[src/rtl/mem_port_arbiter.sv]
// Round-robin arbiter in front of the single shared memory port (port 0 = ifetch, port 1 = LSU).
// Optional macro MEM_ARB_TIMEOUT_EN adds m0_err/m1_err and a WAIT-state response timeout.
module mem_port_arbiter #(
   parameter int AW          = 32,
   parameter int DW          = 32,
   parameter int TIMEOUT_CYC = 255
) (
   input  logic          clk,
   input  logic          rstn,
   input  logic          m0_req,
   input  logic          m0_we,
   input  logic [AW-1:0] m0_addr,
   input  logic [DW-1:0] m0_wdata,
   output logic          m0_gnt,
   output logic          m0_rvalid,
   output logic [DW-1:0] m0_rdata,
   input  logic          m1_req,
   input  logic          m1_we,
   input  logic [AW-1:0] m1_addr,
   input  logic [DW-1:0] m1_wdata,
   output logic          m1_gnt,
   output logic          m1_rvalid,
   output logic [DW-1:0] m1_rdata,
   output logic          mem_req,
   output logic          mem_we,
   output logic [AW-1:0] mem_addr,
   output logic [DW-1:0] mem_wdata,
   input  logic          mem_gnt,
   input  logic          mem_rvalid,
   input  logic [DW-1:0] mem_rdata,
   output logic          mux_sel,
   output logic          busy,
   output logic [1:0]    dbg_state
`ifdef MEM_ARB_TIMEOUT_EN
   ,
   output logic          m0_err,
   output logic          m1_err
`endif
);

   // Handshake: requester holds req and payload stable until its gnt pulse; the payload
   // is captured on that edge. rvalid is a one-cycle completion pulse with no backpressure.
   // On the memory side mem_req is held with stable payload until mem_gnt, and at most one
   // transaction is outstanding.

   typedef enum logic [1:0] {
      IDLE = 2'd0,
      REQ  = 2'd1,
      WAIT = 2'd2
   } state_t;

   state_t state, state_nxt;
   logic   owner, last;
   logic   any_req, win, take, done, tmo, tmo_hit;

   always_comb begin
      any_req = m0_req | m1_req;
      win     = (m0_req && m1_req) ? ~last : m1_req;
   end

`ifdef MEM_ARB_TIMEOUT_EN
   localparam int CW = ($clog2(TIMEOUT_CYC + 1) > 8) ? $clog2(TIMEOUT_CYC + 1) : 8;
   logic [CW-1:0] wait_cnt;

   // Counts WAIT cycles; held at zero everywhere else so it is clear on WAIT entry.
   always_ff @(posedge clk) begin
      if (!rstn || state != WAIT)
         wait_cnt <= '0;
      else
         wait_cnt <= wait_cnt + CW'(1);
   end

   assign tmo_hit = (wait_cnt == CW'(TIMEOUT_CYC));
`else
   assign tmo_hit = 1'b0;
`endif

   always_comb begin
      state_nxt = state;
      take      = 1'b0;
      done      = 1'b0;
      tmo       = 1'b0;
      case (state)
         IDLE: begin
            if (any_req) begin
               take      = 1'b1;
               state_nxt = REQ;
            end
         end
         REQ: begin
            if (mem_gnt) begin
               if (mem_rvalid) begin
                  done      = 1'b1;
                  state_nxt = IDLE;
               end else begin
                  state_nxt = WAIT;
               end
            end
         end
         WAIT: begin
            // A real response wins over a timeout landing on the same cycle.
            if (mem_rvalid) begin
               done      = 1'b1;
               state_nxt = IDLE;
            end else if (tmo_hit) begin
               done      = 1'b1;
               tmo       = 1'b1;
               state_nxt = IDLE;
            end
         end
         default: state_nxt = IDLE;
      endcase
   end

   always_ff @(posedge clk) begin
      if (!rstn) begin
         state     <= IDLE;
         owner     <= 1'b0;
         last      <= 1'b1;
         mem_we    <= 1'b0;
         mem_addr  <= '0;
         mem_wdata <= '0;
      end else begin
         state <= state_nxt;
         if (take) begin
            owner     <= win;
            last      <= win;
            mem_we    <= win ? m1_we    : m0_we;
            mem_addr  <= win ? m1_addr  : m0_addr;
            mem_wdata <= win ? m1_wdata : m0_wdata;
         end
      end
   end

   assign m0_gnt    = take & ~win;
   assign m1_gnt    = take &  win;
   assign m0_rvalid = done & ~owner;
   assign m1_rvalid = done &  owner;
   assign m0_rdata  = tmo ? '0 : mem_rdata;
   assign m1_rdata  = tmo ? '0 : mem_rdata;
   assign mem_req   = (state == REQ);
   assign busy      = (state != IDLE);
   assign mux_sel   = owner;
   assign dbg_state = state;

`ifdef MEM_ARB_TIMEOUT_EN
   assign m0_err = tmo & ~owner;
   assign m1_err = tmo &  owner;
`endif

   a_one_gnt : assert property (@(posedge clk) disable iff (!rstn) !(m0_gnt && m1_gnt));
   a_gnt_idle : assert property (@(posedge clk) disable iff (!rstn) (m0_gnt || m1_gnt) |-> !busy);
   a_req_stable : assert property (@(posedge clk) disable iff (!rstn)
      (mem_req && !mem_gnt) |=> (mem_req && $stable(mem_addr) && $stable(mem_wdata) && $stable(mem_we)));

endmodule

[config.mk]
export PLATFORM = sky130hd
export DESIGN_NAME = mem_port_arbiter
export DESIGN_NICKNAME = d
export VERILOG_FILES = /design/src/rtl/mem_port_arbiter.sv
export SDC_FILE = /design/constraint.sdc
export NUM_CORES = 1
export LEC_CHECK = 0
export ABC_AREA = 0
export CAP_MARGIN = 30
export CORE_AREA = 5 5 115 117
export CTS_BUF_LIST = sky130_fd_sc_hd__clkbuf_4 sky130_fd_sc_hd__clkbuf_8
export DETAILED_ROUTE_END_ITERATION = 8
export DIE_AREA = 0 0 120 122
export HOLD_SLACK_MARGIN = 0.06
export PLACE_DENSITY = 0.74
export SLEW_MARGIN = 20
export SYNTH_ARGS = -nofsm -noshare
export SYNTH_HDL_FRONTEND = slang
export SYNTH_SLANG_ARGS = --single-unit
[constraint.sdc]
create_clock -name clk -period 4.8 [get_ports clk]
set_input_delay 0.72 -clock clk [delete_from_list [all_inputs] [get_ports clk]]
set_output_delay 0.72 -clock clk [all_outputs]
set_load 0.02 [all_outputs]
==> out/results.tsv, run 1 <==
metric	value	unit
status	finished clean	
ys_seq_area_share	41.01	%
coreArea	0.01226	sq mm
synth_area	0.003368	sq mm
ir_drop	0.1573	mV
antenna_found_initial	0	
clk_latency	0.34	ns
setup_violations	0	
fin_util	42.27	%
multiInputGateArea	0.001271	sq mm
synth_edf_count	0	
finalSetupTns	0	ns
cap_violations	0	
relSlewSlack	50.16	%
avgViaCountPerCell	5.015	
portBuffers	209	
cts_setup_buffers	0	
cts_tree	done	
final_area	0.005182	sq mm
p_leak	2.189	nW
die_x	120	um
ys_warn_count	0	
finalCritPeriodShare	64.46	%
max_freq	0.3232	GHz
clk_pin_slew	0.08	ns
power.total	1.834	mW
place_area	0.004984	sq mm
first_iter_violations	166	
root_buffer	clkbuf_8	
routed_wl	11010	um
clock_path_buffers	2	
worst-setup-path-type	input pin to output pin	
skew	0.009863	ns
cpMaxStageDelayCell	clkdlybuf4s50_1	
place_hpwl	7682	um
post_synth.cell_area_avg	10.36	sq um
gp_congestion	0.8173	
drv_slew	0	
p_seq_share	38.4	%
initial_core_util	27.47	%
avgRoutedWirePerCell	18.00	um
drc	0	
min_path_type	register to register	
startpoint_type	input pin	
cts_buffers	9	
layout-drive-gt1-share	5.411	%
hold_viol_final	0	
cp.arrival	2.37	ns
htree_num_levels	3	
final_common_cell	clkdlybuf4s50_1	
antenna_left	0	
fillCellCount	1181	
synth-async-reset-ratio	0	%
fin_hold_ws	0.5188	ns
required	4.08	ns
tightestPinTransition	0.7475	ns
clkSinkCount	69	
clock_power_share	26.2	%
ys_types	24	
grt_pass1_wl	17130	um
vias	3069	
num_rows	41	
crit_chain	clkdlybuf4s50_1, nand2_1, a21oi_1, clkdlybuf4s50_1	
ys_ff_latch	69	
die_area	0.01464	sq mm
grt_usage	14.57	%
io-pin-count	306	
grt_overflow	0	
worst-path-max-fanout	5	
cp_slowest_stage_delay	0.64	ns
setup.worst_path.end_class	output pin	
cpMostUsedCell	clkdlybuf4s50_1	
final_cell_mix	208 x clkdlybuf4s50_1, 69 x dfxtp_1, 65 x and3_1, 65 x a221o_1, 9 x clkbuf_8	
seq_area	0.001381	sq mm
syn_to_final_growth	53.86	%
syn_nets	496	
fin_crit	3.094	ns
p_sw	588.2	uW
ctsHoldBuffers	0	
fin_nets	628	
switching_share	32.07	%
cts_resized	0	
grt_max_degree	72	
power_density	353.9	mW/mm^2
rsz0062_at_grt	false	
synthCells	325	
p_int	1.246	mW
synth-main-ff-cell	dfxtp_1	
diodes	0	
grt_pass1_vias	3282	
dr.pass1.iters	4	
dieHeight	122	um
p_comb_share	35.4	%
## synth_stat cells (2+ instances only)
cell type  number  area share [%]
and2_1          2            0.37
a221o_1        65              19
buf_4          66              15
nor3b_1         2            0.45
nand2_1         6            0.67
buf_6          16             5.3
and3_1         65              12
a211oi_2        2            0.74
inv_1           6            0.67
a21oi_1         2            0.30
clkbuf_1        8            0.89
dfxtp_1        69              41
buf_2           2            0.30
nor2_1          2            0.22
ha_1            3             1.1
## kinds of logic after synthesis
family,count (synthesis),share of synthesized area (%)
AND/OR/NAND/NOR,79,14.08
buffers and inverters,99,22.03
adder cells (fa/ha/maj),3,1.115
flip-flops,69,41.01
AO/OA/AOI/OAI,74,21.47
multiplexers,1,0.2972
## per-layer routing
metal / part of all wire [%] / GRT usage [%] / wire [um] / up-vias
met5: 0 / 0 / 0 / -
met4: 2.3 / 6.084 / 255 / 0
met3: 9.4 / 6.546 / 1038 / 32
met2: 49 / 24.10 / 5401 / 161
met1: 39 / 16.34 / 4316 / 1449
li1: - / - / - / 1427
## final timing paths
check / startpoint / endpoint / slack, ns / cells after the start
max: m1_req / m1_gnt / 1.71 / 4
min: dbg_state[0]$_SDFFE_PN0P_ / dbg_state[0]$_SDFFE_PN0P_ / 0.52 / 2
min reg2reg: dbg_state[0]$_SDFFE_PN0P_ / dbg_state[0]$_SDFFE_PN0P_ / 0.52 / 2
max reg2reg: dbg_state[0]$_SDFFE_PN0P_ / mem_wdata[2]$_SDFFE_PN0P_ / 2.65 / 6
## through the flow
stage / setup slack [ns] / instances
floorplan: 2.518 / 325
global placement: 1.730 / 596
detailed placement: 1.705 / 596
CTS: 1.702 / 612
global route: 1.596 / 612
finish: 1.706 / 612
## registers in the layout, summed over array words and instances (netlist names)
signal     count
mem_wdata     32
mem_addr      32
last           1
dbg_state      2
mem_we         1
mux_sel        1
## power groups by stage
stage | Clock [mW] | Sequential [mW] | Combinational, mW
floorplan | 0 | 0.819 | 0.299
global placement | 0 | 0.712 | 0.643
detailed placement | 0 | 0.715 | 0.650
CTS | 0.504 | 0.705 | 0.654
global route | 0.533 | 0.716 | 0.688
finish | 0.481 | 0.705 | 0.648
## critical path, delay by kind of cell
kind | cells | cell delay, ns
buffers and inverters | 2 | 1.28
AND/OR/NAND/NOR | 1 | 0.19
AO/OA/AOI/OAI | 1 | 0.19
## layout make-up
class / instances / area share, %
inverters: 7 / 0.5070
multi-input cells: 157 / 24.53
clock inverters: 7 / 1.449
well taps: 150 / 3.621
repair buffers: 213 / 40.85
clock buffers: 9 / 2.390
flip-flops and latches: 69 / 26.65
Note: power is estimated with default switching activity, not from simulation.
==> inputs of run 2 (changes only) <==
CORE_AREA = unset   (was 5 5 115 117)
CORE_MARGIN = 5   (was unset)
CORE_UTILIZATION = 29   (was unset)
DIE_AREA = unset   (was 0 0 120 122)
PLACE_DENSITY = 0.79   (was 0.74)
clock period = 2.6 ns   (was 4.8 ns; I/O delays follow)
==> out/results.tsv, run 2 (synthesized netlist as in run 1, its figures left out) <==
metric	value	unit	change
grt_pass1_wl	17290	um	+0.93%
cts_tree	done		
startpoint_type	input pin		
layout-drive-gt1-share	5.628	%	+0.22 points
num_rows	39		-4.9%
r2r_slack	0.82	ns	-1.83 ns
power_density	655.3	mW/mm^2	+85%
drv_slew	0		unchanged
first_iter_violations	125		-25%
grt_usage	15.43	%	+0.86 points
avgViaCountPerCell	5.050		+0.70%
tightestPinTransition	0.7066	ns	-0.04093 ns
p_leak	2.214	nW	+1.1%
r2r_cells	6		unchanged
min_path_type	input pin to register		
grt_overflow	0		unchanged
r2r-end	mem_addr[24]$_SDFFE_PN0P_		
hold_viol_final	0		unchanged
die_x	117.8	um	-1.9%
rsz0062_at_grt	false		
gp_congestion	0.7274		-11%
clkSinkCount	69		unchanged
diodes	0		unchanged
top_usage_layer	met2		
cts_buffers	9		unchanged
initial_core_util	29.50	%	+2.0 points
relSlewSlack	52.71	%	+2.5 points
gr-usage-met2	25.85	%	+1.8 points
place_hpwl	7951	um	+3.5%
reg2reg_from	dbg_state[1]$_SDFFE_PN0P_		
coreArea	0.01142	sq mm	-6.9%
antenna_found_initial	0		unchanged
avgRoutedWirePerCell	18.35	um	+1.9%
dieHeight	117.8	um	-3.5%
clk_latency	0.36	ns	+0.02 ns
worst-path-max-fanout	5		unchanged
syn_to_final_growth	55.05	%	
routed_wl	11100	um	+0.78%
status	finished clean		
fin_nets	628		unchanged
met1_usage	15.83	%	-0.51 points
root_buffer	clkbuf_8		
clk_pin_slew	0.07	ns	about the same
clock_path_buffers	2		unchanged
grtUsageMet3	8.217	%	+1.7 points
grt_max_degree	66		-8.3%
grt_pass1_vias	3262		-0.61%
worst-setup-path-type	input pin to output pin		
drc	0		unchanged
power.total	3.423	mW	+87%
die_area	0.01387	sq mm	-5.3%
io-pin-count	306		unchanged
antenna_left	0		unchanged
skew	0.008299	ns	-0.001564 ns
required	2.21	ns	-1.87 ns
setup.worst_path.end_class	output pin		
final_common_cell	clkdlybuf4s50_1		
fin_crit	2.437	ns	
critPathCapture	m1_gnt		
setup.worst_path.start	m1_req		
fin_util	45.74	%	+3.5 points
ir_drop	0.4323	mV	+170%
htree_num_levels	3		unchanged
portBuffers	209		unchanged
vias	3055		-0.46%
cts_setup_buffers	0		unchanged
finalCritPeriodShare	93.72	%	
final_cell_mix	208 x clkdlybuf4s50_1, 69 x dfxtp_1, 65 x and3_1, 65 x a221o_1, 10 x clkbuf_8		
setup_violations	0		unchanged
cap_violations	0		unchanged
dr.pass1.iters	4		unchanged
max_freq	0.4104	GHz	
cp.arrival	2.05	ns	-0.32 ns
finalSetupTns	0	ns	unchanged
-- run 2: per-stage QoR --
stage / hold WS, ns / setup WS, ns / cells / instance area (sq um)
after global routing: 0.4929 / 0.008347 / 605 / 5223
final: 0.4914 / 0.1633 / 605 / 5223
after detailed placement: 0.5119 / 0.1612 / 589 / 5020
after global placement: 0.4798 / 0.1547 / 588 / 4992
after floorplan: 0.5125 / 0.6482 / 325 / 3368
after CTS: 0.4639 / 0.05356 / 605 / 5220
-- run 2: worst min path at each step --
stage / cells past startpoint / slack (ns) / from / end
3_5_place_dp: 2 / 0.51 / dbg_state[0]$_SDFFE_PN0P_ / dbg_state[0]$_SDFFE_PN0P_
3_3_place_gp: 2 / 0.48 / dbg_state[0]$_SDFFE_PN0P_ / dbg_state[0]$_SDFFE_PN0P_
4_1_cts: 2 / 0.46 / rstn / last$_SDFFE_PN1P_
5_1_grt: 2 / 0.49 / rstn / last$_SDFFE_PN1P_
2_1_floorplan: 2 / 0.51 / last$_SDFFE_PN1P_ / last$_SDFFE_PN1P_
6_report: 2 / 0.49 / rstn / last$_SDFFE_PN1P_
-- run 2: cell type report --
cell class	instances	area, sq um
fill	1066	6196
multi-input combinational	157	1274
clock buffer	12	152.6
sequential	69	1381
tap	143	178.9
clock inverter	4	47.55
timing repair buffer	213	2162
inverter	7	26.28
-- run 2: repair_timing --
item / in CTS / in global routing
endpoints found under the hold margin: 0 / 0
hold buffers: 0 / 0
endpoints found under the setup margin: 0 / 2
gates resized for setup: 0 / 1
-- run 2: worst max-delay path: stages --
cell and delay, ns:
clkdlybuf4s50_1 0.64, nand2_1 0.18, a21oi_1 0.19, clkdlybuf4s50_1 0.64
-- run 2: metal layers --
metal,vias to the layer above,wire length (um)
li1,1426,-
met3,39,1158
met4,0,326
met1,1422,4055
met2,168,5558
met5,-,0
-- run 2: power by group --
| part | leakage, nW | internal [mW] | total, mW | switching, mW |
|---|---|---|---|---|
| combinational | 1.54 | 0.658 | 1.22 | 0.565 |
| sequential | 0.569 | 1.22 | 1.31 | 0.0862 |
| clock | 0.103 | 0.487 | 0.893 | 0.405 |
| total | 2.21 | 2.37 | 3.42 | 1.06 |
